File: src/rtl/stim_sequencer.sv
// Stimulus sequencer: executes {op, payload} words from a synchronous-read stimulus RAM
// and drives payloads onto the DUT input bus. Define STIM_TIMEOUT_EN to enable the MAX_STEPS limit.
module stim_sequencer #(
    parameter int DATA_W    = 2,
    parameter int DEPTH     = 11,
    parameter int ADDR_W    = 4,
    parameter int MAX_STEPS = 10
) (
    input  logic              clk,
    input  logic              reset,
    input  logic              start,
    input  logic              stop,
    output logic [ADDR_W-1:0] mem_addr,
    input  logic [DATA_W+1:0] mem_rdata,
    input  logic              dut_ready,
    output logic [DATA_W-1:0] stim,
    output logic              stim_valid,
    output logic [31:0]       pc,
    output logic [31:0]       step_cnt,
    output logic              busy,
    output logic              done,
    output logic              timeout
);

    typedef enum logic [2:0] {
        S_IDLE  = 3'd0,
        S_FETCH = 3'd1,
        S_RUN   = 3'd2,
        S_WAIT  = 3'd3,
        S_DONE  = 3'd4
    } state_e;

    localparam logic [1:0]        OP_DRIVE   = 2'd0;
    localparam logic [1:0]        OP_WAIT    = 2'd1;
    localparam logic [1:0]        OP_RESTART = 2'd2;
    localparam logic [1:0]        OP_HALT    = 2'd3;
    localparam logic [31:0]       LAST_PC    = 32'(DEPTH - 1);
    localparam logic [DATA_W-1:0] WAIT_ONE   = DATA_W'(1'b1);
    localparam logic [DATA_W-1:0] WAIT_ZERO  = {DATA_W{1'b0}};
`ifdef STIM_TIMEOUT_EN
    localparam logic [31:0]       STEP_LIMIT = 32'(MAX_STEPS);
`endif

    state_e              state_q, state_d;
    logic [31:0]         pc_q, pc_d;
    logic [31:0]         step_cnt_q, step_cnt_d;
    logic [DATA_W-1:0]   stim_q, stim_d;
    logic                stim_valid_q, stim_valid_d;
    logic                timeout_q, timeout_d;
    logic                busy_q, busy_d;
    logic                done_q, done_d;
    logic [DATA_W-1:0]   wait_cnt_q, wait_cnt_d;
    logic [ADDR_W-1:0]   mem_addr_s;
    logic [1:0]          op_s;
    logic [DATA_W-1:0]   payload_s;
    logic [31:0]         pc_inc_s;
    logic [31:0]         step_inc_s;
    logic                last_word_s;

    assign op_s        = mem_rdata[DATA_W+1:DATA_W];
    assign payload_s   = mem_rdata[DATA_W-1:0];
    assign pc_inc_s    = pc_q + 32'd1;
    assign step_inc_s  = step_cnt_q + 32'd1;
    assign last_word_s = (pc_q == LAST_PC);

    // Next-state, datapath updates and RAM address selection.
    always_comb begin
        state_d      = state_q;
        pc_d         = pc_q;
        step_cnt_d   = step_cnt_q;
        stim_d       = stim_q;
        stim_valid_d = 1'b0;
        timeout_d    = timeout_q;
        wait_cnt_d   = wait_cnt_q;
        mem_addr_s   = pc_q[ADDR_W-1:0];

        case (state_q)
            S_IDLE, S_DONE: begin
                if (state_q == S_IDLE) begin
                    mem_addr_s = {ADDR_W{1'b0}};
                end else begin
                    mem_addr_s = pc_q[ADDR_W-1:0];
                end
                if (stop) begin
                    state_d = S_DONE;
                end else if (start) begin
                    state_d    = S_FETCH;
                    pc_d       = 32'd0;
                    step_cnt_d = 32'd0;
                    timeout_d  = 1'b0;
                end else begin
                    state_d = state_q;
                end
            end

            S_FETCH: begin
                mem_addr_s = {ADDR_W{1'b0}};
                if (stop) begin
                    state_d = S_DONE;
                end else begin
                    state_d = S_RUN;
                end
            end

            S_RUN: begin
                if (stop) begin
                    state_d = S_DONE;
                end else begin
                    case (op_s)
                        OP_DRIVE: begin
                            if (dut_ready) begin
                                stim_d       = payload_s;
                                stim_valid_d = 1'b1;
                                step_cnt_d   = step_inc_s;
                                pc_d         = pc_inc_s;
                                mem_addr_s   = pc_inc_s[ADDR_W-1:0];
                                if (last_word_s) begin
                                    state_d = S_DONE;
                                end else begin
                                    state_d = S_RUN;
                                end
`ifdef STIM_TIMEOUT_EN
                                // The limit is judged after this drive has been applied.
                                if (step_inc_s == STEP_LIMIT) begin
                                    state_d   = S_DONE;
                                    timeout_d = 1'b1;
                                end else begin
                                    timeout_d = timeout_q;
                                end
`endif
                            end else begin
                                mem_addr_s = pc_q[ADDR_W-1:0];
                            end
                        end
                        OP_WAIT: begin
                            // The decode cycle is the first of payload+1 wait cycles.
                            mem_addr_s = pc_inc_s[ADDR_W-1:0];
                            if (payload_s == WAIT_ZERO) begin
                                pc_d = pc_inc_s;
                                if (last_word_s) begin
                                    state_d = S_DONE;
                                end else begin
                                    state_d = S_RUN;
                                end
                            end else begin
                                wait_cnt_d = payload_s;
                                state_d    = S_WAIT;
                            end
                        end
                        OP_RESTART: begin
                            pc_d       = 32'd0;
                            mem_addr_s = {ADDR_W{1'b0}};
                            state_d    = S_FETCH;
                        end
                        OP_HALT: begin
                            state_d = S_DONE;
                        end
                        default: begin
                            state_d = S_DONE;
                        end
                    endcase
                end
            end

            S_WAIT: begin
                mem_addr_s = pc_inc_s[ADDR_W-1:0];
                if (stop) begin
                    state_d = S_DONE;
                end else if (wait_cnt_q == WAIT_ONE) begin
                    pc_d = pc_inc_s;
                    if (last_word_s) begin
                        state_d = S_DONE;
                    end else begin
                        state_d = S_RUN;
                    end
                end else begin
                    wait_cnt_d = wait_cnt_q - WAIT_ONE;
                end
            end

            default: begin
                state_d = S_IDLE;
            end
        endcase

        busy_d = (state_d == S_FETCH) || (state_d == S_RUN) || (state_d == S_WAIT);
        done_d = (state_d == S_DONE);
    end

    // State and output registers.
    always_ff @(posedge clk or negedge reset) begin
        if (!reset) begin
            state_q      <= S_IDLE;
            pc_q         <= 32'd0;
            step_cnt_q   <= 32'd0;
            stim_q       <= {DATA_W{1'b0}};
            stim_valid_q <= 1'b0;
            timeout_q    <= 1'b0;
            busy_q       <= 1'b0;
            done_q       <= 1'b0;
            wait_cnt_q   <= {DATA_W{1'b0}};
        end else begin
            state_q      <= state_d;
            pc_q         <= pc_d;
            step_cnt_q   <= step_cnt_d;
            stim_q       <= stim_d;
            stim_valid_q <= stim_valid_d;
            timeout_q    <= timeout_d;
            busy_q       <= busy_d;
            done_q       <= done_d;
            wait_cnt_q   <= wait_cnt_d;
        end
    end

    assign mem_addr   = mem_addr_s;
    assign stim       = stim_q;
    assign stim_valid = stim_valid_q;
    assign pc         = pc_q;
    assign step_cnt   = step_cnt_q;
    assign busy       = busy_q;
    assign done       = done_q;
    assign timeout    = timeout_q;

endmodule
File: config.mk
export PLATFORM = sky130hd
export DESIGN_NAME = stim_sequencer
export DESIGN_NICKNAME = d
export VERILOG_FILES = /design/src/rtl/stim_sequencer.sv
export SDC_FILE = /design/constraint.sdc
export NUM_CORES = 1
export LEC_CHECK = 0
export ABC_CLOCK_PERIOD_IN_PS = 1900
export BUFFER_PORTS_ARGS = -buffer_cell sky130_fd_sc_hd__buf_2
export CAP_MARGIN = 20
export CORE_MARGIN = 1.5
export CORE_UTILIZATION = 51
export CTS_CLUSTER_DIAMETER = 150
export DETAILED_ROUTE_END_ITERATION = 6
export PLACE_DENSITY_LB_ADDON = 0.25
export SETUP_SLACK_MARGIN = 0.5
export SYNTH_ARGS = -nofsm -noshare
export SYNTH_HDL_FRONTEND = slang
export SYNTH_SLANG_ARGS = --single-unit
File: constraint.sdc
create_clock -name clk -period 1.9 [get_ports clk]
set_input_delay 0.19 -clock clk [delete_from_list [all_inputs] [get_ports clk]]
set_output_delay 0.19 -clock clk [all_outputs]
set_load 0.01 [all_outputs]
==> qor.txt, run 1 <==
post-synthesis sequential area ratio = 42.5%
top_reg_cell synth = dfrtp_1
Tcrit/Tclk final = 123%
Max Slew Vio Count = 0
H-tree levels = 3
post-route ant nets = 0
Final setup viols = 70
failing checks = DRC, setup timing
Worst Setup Slack, final = -435 ps
Vias = 5403
Setup CP Type = register to register
Area growth syn-to-layout = 60.3%
Hold WC Path Type = primary input to register
number of placement rows = 33
WL final = 18.8 mm
number of max-cap violations = 0
synthesized instance count = 471
ys async rst share = 100%
Final GP Congestion = 0.904
vias per inst = 6.88
1st-iter DRT viols = 680
Sw Share = 34.5%
Power Internal = 3040 uW
Distinct cells, synth = 59
GR Overflow Total = 0
Die Area = 0.00910 mm^2
Buf/Inv on CP = 2
Syn Nets = 484
NetSw = 1600 uW
clock skew = 12.7 ps
worst-path fanout max = 13
CTS clock-pin slew for the worst setup and hold paths = 90 ps
layout cell share with drive strength beyond 1 = 52.6%
CP Capture Type = register
RSZ-0062 raised after global routing = yes
Initial Util = 52.7%
syn avg cell area = 9.24 um^2
Post-route DRC = 1
final hold vios = 0
commonest non-fill, non-tap cell in the layout = buf_4
global-route wire length before repair = 25.0 mm
CP delay by family, top = compound AO/OA/AOI/OAI gates
CTS tree = done
wire per inst = 23.9 um
Root Driver = clkbuf_8
core footprint = 0.00826 mm^2
vias in the first global route = 4957
share of power burned in the clock network = 27.9%
CP Cell Sequence = buf_6 -> ha_4 -> nor4b_4 -> nand4_1 -> o221ai_2 -> a221o_2 -> buf_12 -> a21oi_1
gr usage total = 35.8%
Max Buffers Root-to-Sink = 2
clock sink count = 74
r2r setup slk = -430 ps
DP Worst Slack = -278 ps
PortBufs = 81
pwr dens = 665 mW/mm^2
Max Freq = 0.428 GHz
Worst Tran Pin Value = 578 ps
Net count, final = 688
pin count of the biggest net entering global routing = 47
Post-DP HPWL = 9.10 mm
initial antenna violation count = 0
total CTS buffers = 9
YS warnings = 0
CP required = 2130 ps
I/O pin count = 83
Worst Path Arrival = 2560 ps
largest stage delay on the critical path = 460 ps
1st-pass router iterations = 7
fin cells = 785
minimum clock period = 2330 ps
EDFF count, synth = 0
Mapped Area = 0.00435 mm^2
LEAKAGE = 0.00309 uW
slew margin rel. = 61.2%
Die Y = 95.4 um
Inst Count DP = 722
Max VDD drop = 0.000769 V
Reg power frac = 36.9%
Logic pwr share = 35.2%
Worst-Skew Late Latency = 370 ps
Crit-path slowest cell = a221o_2
flop and latch count out of synthesis = 74
# diodes = 0
commonest non-fill, non-tap cells in the layout = buf_4, buf_2, dfrtp_1, buf_6, a21oi_2
Die W = 95.4 um
Startpoint Class = register
status = complete, but fails checks
## power groups by stage
stage               clock [uW]  combinational [uW]  sequential [uW]
floorplan                    0                 529             1750
global placement             0                 941             1720
detailed placement           0                 954             1720
CTS                       1250                1330             1700
global route              1350                1700             1720
finish                    1290                1630             1710
## through the flow
step	power (uW)	area, um^2	setup TNS, ps	utilization, %	hold WS, ps
6_report	4640	6980	-12050	84.5	191
5_1_grt	4770	6980	-15260	84.5	212
4_1_cts	4270	6570	-3660	79.6	197
3_5_place_dp	2680	5680	-5260	68.7	152
3_3_place_gp	2670	5680	-2420	68.7	152
2_1_floorplan	2270	4580	-444	-	-106
## worst reg2reg max path, stage by stage, from the launching register on
cell and delay (ps):
dfrtp_2 440, buf_6 130, ha_4 160, nor4b_4 120, nand4_1 170, o221ai_2 150
a221o_2 460, buf_12 180, a21oi_1 390
## area by class of cell
| cell class | instances | area [um^2] |
|---|---|---|
| clock buffers | 9 | 124 |
| well taps | 105 | 131 |
| inverters | 15 | 56.3 |
| flip-flops and latches | 74 | 1860 |
| multi-input cells | 347 | 2960 |
| fillers | 393 | 1280 |
| clock inverters | 7 | 67.6 |
| repair buffers | 228 | 1780 |
## cells in the mapped netlist, types with 3 or more instances
cell type  count  area, um^2
dfrtp_1       74        1850
a21oi_1       43         215
clkbuf_1      26        97.6
nand2_1       26        97.6
o21ai_0       24         120
nand4_1       22         138
xnor2_1       19         166
nand3_1       18        90.1
nor2_1        18        67.6
or3_1         18         113
xor2_1        17         149
inv_1         15        56.3
o31ai_1       12        90.1
and4_1        10        87.6
a2111oi_0      8        70.1
and3_1         7        43.8
nand2b_1       7        43.8
or4_1          7        52.6
a211oi_1       6        45.0
a22oi_1        6        45.0
and2_1         6        37.5
buf_2          6        30.0
nor3_1         6        30.0
o22ai_1        6        37.5
nor4_1         5        31.3
ha_1           4        50.1
mux2i_1        4        40.0
nor3b_1        4        30.0
o2111ai_1      4        35.0
a2111oi_2      3        45.0
mux2_2         3        33.8
## state kept, by name (all words and copies together), names as in the netlist
signal / count
pc: 32
stim_valid: 1
state_q: 3
done: 1
busy: 1
stim: 2
step_cnt: 32
wait_cnt_q: 2
## per-layer routing
layer	wire length (um)	share of wire, %	global-route usage, %	up-vias
met5	0	0	0	-
met3	1890	10	5.74	187
met1	6690	36	44.9	2569
li1	-	-	-	2178
met4	1580	8.4	19.7	0
met2	8640	46	58.8	469
## timing repair
action / 4_1_cts / 5_1_grt
gates resized for setup: 110 / 60
buffers inserted: 28 / 13
cloned: 2 / 3
endpoints found under the setup margin: 78 / 80
hold endpoints to repair: 28 / 0
pin swaps: 37 / 23
hold buffers: 1 / 0
## cell families (layout without fill, tap and decap cells)
group / count (synthesis) / count (layout) / share of synthesized area, %
other: 1 / 1 / 0.0861
xor gates and xnor gates: 36 / 36 / 7.24
AOI/OAI and AO/OA: 132 / 132 / 20.2
buffers and inverters: 50 / 259 / 4.65
DFF: 74 / 74 / 42.5
adders and majority gates: 4 / 4 / 1.15
and+or+nand+nor: 167 / 167 / 22.4
muxes: 7 / 7 / 1.70
## final timing paths
check,from,end,cells past startpoint
hold reg to reg,stim[1]$_DFFE_PN0P_,stim[1]$_DFFE_PN0P_,1
hold / removal,mem_rdata[1],stim[1]$_DFFE_PN0P_,3
setup / recovery,pc[1]$_DFFE_PN0P_,pc[6]$_DFFE_PN0P_,8
setup reg to reg,pc[1]$_DFFE_PN0P_,pc[6]$_DFFE_PN0P_,8
max in group asynchronous,reset,step_cnt[2]$_DFFE_PN0P_,3
min in group asynchronous,reset,pc[3]$_DFFE_PN0P_,2
Note: power is estimated with default switching activity, not from simulation.
==> inputs of run 2 (changes only) <==
- BUFFER_PORTS_ARGS: -buffer_cell sky130_fd_sc_hd__buf_2 -> -buffer_cell sky130_fd_sc_hd__buf_4
==> run 2 against run 1 <==
The flow finishes with violations (capacitance limit, slew limit, setup timing). Critical path type unchanged. Clock skew rose by 1.5 ps. Die area did not move. Sequential power barely moved. Count of clock-buffer cells in the layout did not move. Setup slack got worse by 72 ps. Maximum frequency fell by 3.0%. Power rose by 12%. First-iteration DRC count rose by 15%. Highest routed layer unchanged.
==> qor.txt, run 2 (synthesis results as in run 1) <==
commonest non-fill, non-tap cell in the layout = buf_4
Area growth syn-to-layout = 75.6%
Max Slew Vio Count = 6
R2R depth = 4
Hold EP = stim[0]$_DFFE_PN0P_
Crit Reg-Reg Startpoint = state_q[0]$_DFF_PN0_
WHS Path Cells = 3
core footprint = 0.00826 mm^2
RSZ-0062 raised after global routing = yes
Crit-path slowest cell = o21ai_0
1st-iter DRT viols = 782
commonest non-fill, non-tap cells in the layout = buf_4, dfrtp_1, buf_6, a21oi_2, nand4_1
post-route ant nets = 0
wire per inst = 28.2 um
Die W = 95.4 um
Max VDD drop = 0.000917 V
Die Y = 95.4 um
Post-Route Setup TNS = -21130 ps
Net count, final = 717
Hold Startpoint = mem_rdata[0]
PortBufs = 81
# diodes = 0
Final setup viols = 76
I/O pin count = 83
final core utilization = 92.6%
gr usage total = 41.4%
initial antenna violation count = 0
Tcrit/Tclk final = 127%
r2r setup slk = -510 ps
Final GP Congestion = 0.961
CTS tree = done
final hold vios = 0
Hold WC Path Type = primary input to register
Logic pwr share = 39.3%
Die Area = 0.00910 mm^2
status = complete, but fails checks
clock sink count = 74
Worst Path Arrival = 2590 ps
pwr dens = 682 mW/mm^2
slew margin rel. = -3.33%
Initial Util = 52.7%
largest stage delay on the critical path = 1200 ps
vias per inst = 7.34
Inst Count DP = 736
Power Internal = 3380 uW
minimum clock period = 2410 ps
Sw Share = 35.3%
failing checks = capacitance limit, slew limit, setup timing
fillcell total = 274
Worst Tran Pin Value = 1530 ps
H-tree levels = 3
Setup CP Type = register to register
Sequential Area = 0.00186 mm^2
Worst Setup Slack, final = -506 ps
Worst-Skew Late Latency = 370 ps
CP Capture Type = register
share of power burned in the clock network = 27.7%
1st-pass router iterations = 7
LEAKAGE = 0.00331 uW
CP delay by family, top = compound AO/OA/AOI/OAI gates
area post-placement = 0.00601 mm^2
CTS clock-pin slew for the worst setup and hold paths = 100 ps
Buf/Inv on CP = 0
WL final = 23.0 mm
number of max-cap violations = 1
Post-route DRC = 0
Max Freq = 0.416 GHz
Vias = 5977
clock skew = 14.2 ps
GR Overflow Total = 0
worst-path fanout max = 5
Reg2Reg Capture Point = pc[2]$_DFFE_PN0P_
number of placement rows = 33
layout cell share with drive strength beyond 1 = 57.0%
NetSw = 1840 uW
Post-DP HPWL = 9.27 mm
Startpoint Class = register
fin area = 0.00765 mm^2
Max Buffers Root-to-Sink = 2
Root Driver = clkbuf_8
Reg power frac = 33.0%
multi-input logic area = 0.00305 mm^2
vias in the first global route = 5275
pin count of the biggest net entering global routing = 43
total CTS buffers = 9
CP required = 2090 ps
global-route wire length before repair = 28.2 mm
WHS = 192 ps
CP Cell Sequence = o21ai_0 -> nor2_1 -> o21ai_2 -> o31ai_2
fin cells = 814
-- run 2: cell count changes in the layout (fill, tap and decap cells not counted), moves of 3 or more --
cell	before	now
a2111oi_2	3	6
a21oi_1	18	12
a21oi_2	23	29
buf_2	78	0
buf_4	104	191
buf_6	34	51
dfrtp_1	68	65
dfrtp_2	6	9
nor4_2	3	0
or3_1	14	11
or3_4	4	7
-- run 2: final cells by class --
type | instances | area share, %
multi-input combinational | 347 | 39.8
inverter | 15 | 0.736
timing repair buffer | 257 | 30.5
clock buffer | 9 | 1.62
sequential | 74 | 24.4
tap | 105 | 1.72
clock inverter | 7 | 1.23
-- run 2: tightest hold or removal path: stages --
cell,delay (ps)
buf_4,90
buf_4,110
mux2_4,130
-- run 2: repair_timing --
action                                 CTS  global route
cloned                                   7             1
resized for setup                       94           112
hold buffers                             1             0
endpoints found under the hold margin   41             0
setup buffers                           31            22
setup endpoints to repair               78            81
pin swaps                               32            54
-- run 2: metrics by stage --
| stage | setup slack, ps | power (uW) |
|---|---|---|
| after floorplan | -78.4 | 2270 |
| after global placement | -138 | 2710 |
| after detailed placement | -214 | 2740 |
| after CTS | -196 | 4700 |
| after global routing | -549 | 5290 |
| final | -506 | 5220 |
-- run 2: worst max path at each step --
stage | startpoint | to | slack [ps] | depth (start not counted)
floorplan | state_q[0]$_DFF_PN0_ | pc[31]$_DFFE_PN0P_ | -80 | 6
global placement | wait_cnt_q[1]$_DFFE_PN0P_ | pc[22]$_DFFE_PN0P_ | -140 | 8
detailed placement | wait_cnt_q[1]$_DFFE_PN0P_ | pc[19]$_DFFE_PN0P_ | -210 | 8
CTS | wait_cnt_q[1]$_DFFE_PN0P_ | pc[19]$_DFFE_PN0P_ | -200 | 8
global route | state_q[0]$_DFF_PN0_ | pc[2]$_DFFE_PN0P_ | -550 | 4
finish | state_q[0]$_DFF_PN0_ | pc[2]$_DFFE_PN0P_ | -510 | 4
-- run 2: routing by layer --
layer  part of all wire (%)  track usage (%)  vias to the layer above
met5                      0                0                        -
met4                    9.5             20.5                        0
met3                     13             11.0                      263
met2                     43             65.5                      674
met1                     34             52.0                     2803
li1                       -                -                     2237
-- run 2: power groups by stage --
stage / Combinational, uW / Sequential (uW) / Clock (uW)
global placement: 990 / 1720 / 0
detailed placement: 1010 / 1730 / 0
finish: 2050 / 1720 / 1450
floorplan: 529 / 1750 / 0
global route: 2090 / 1720 / 1480
CTS: 1590 / 1710 / 1400
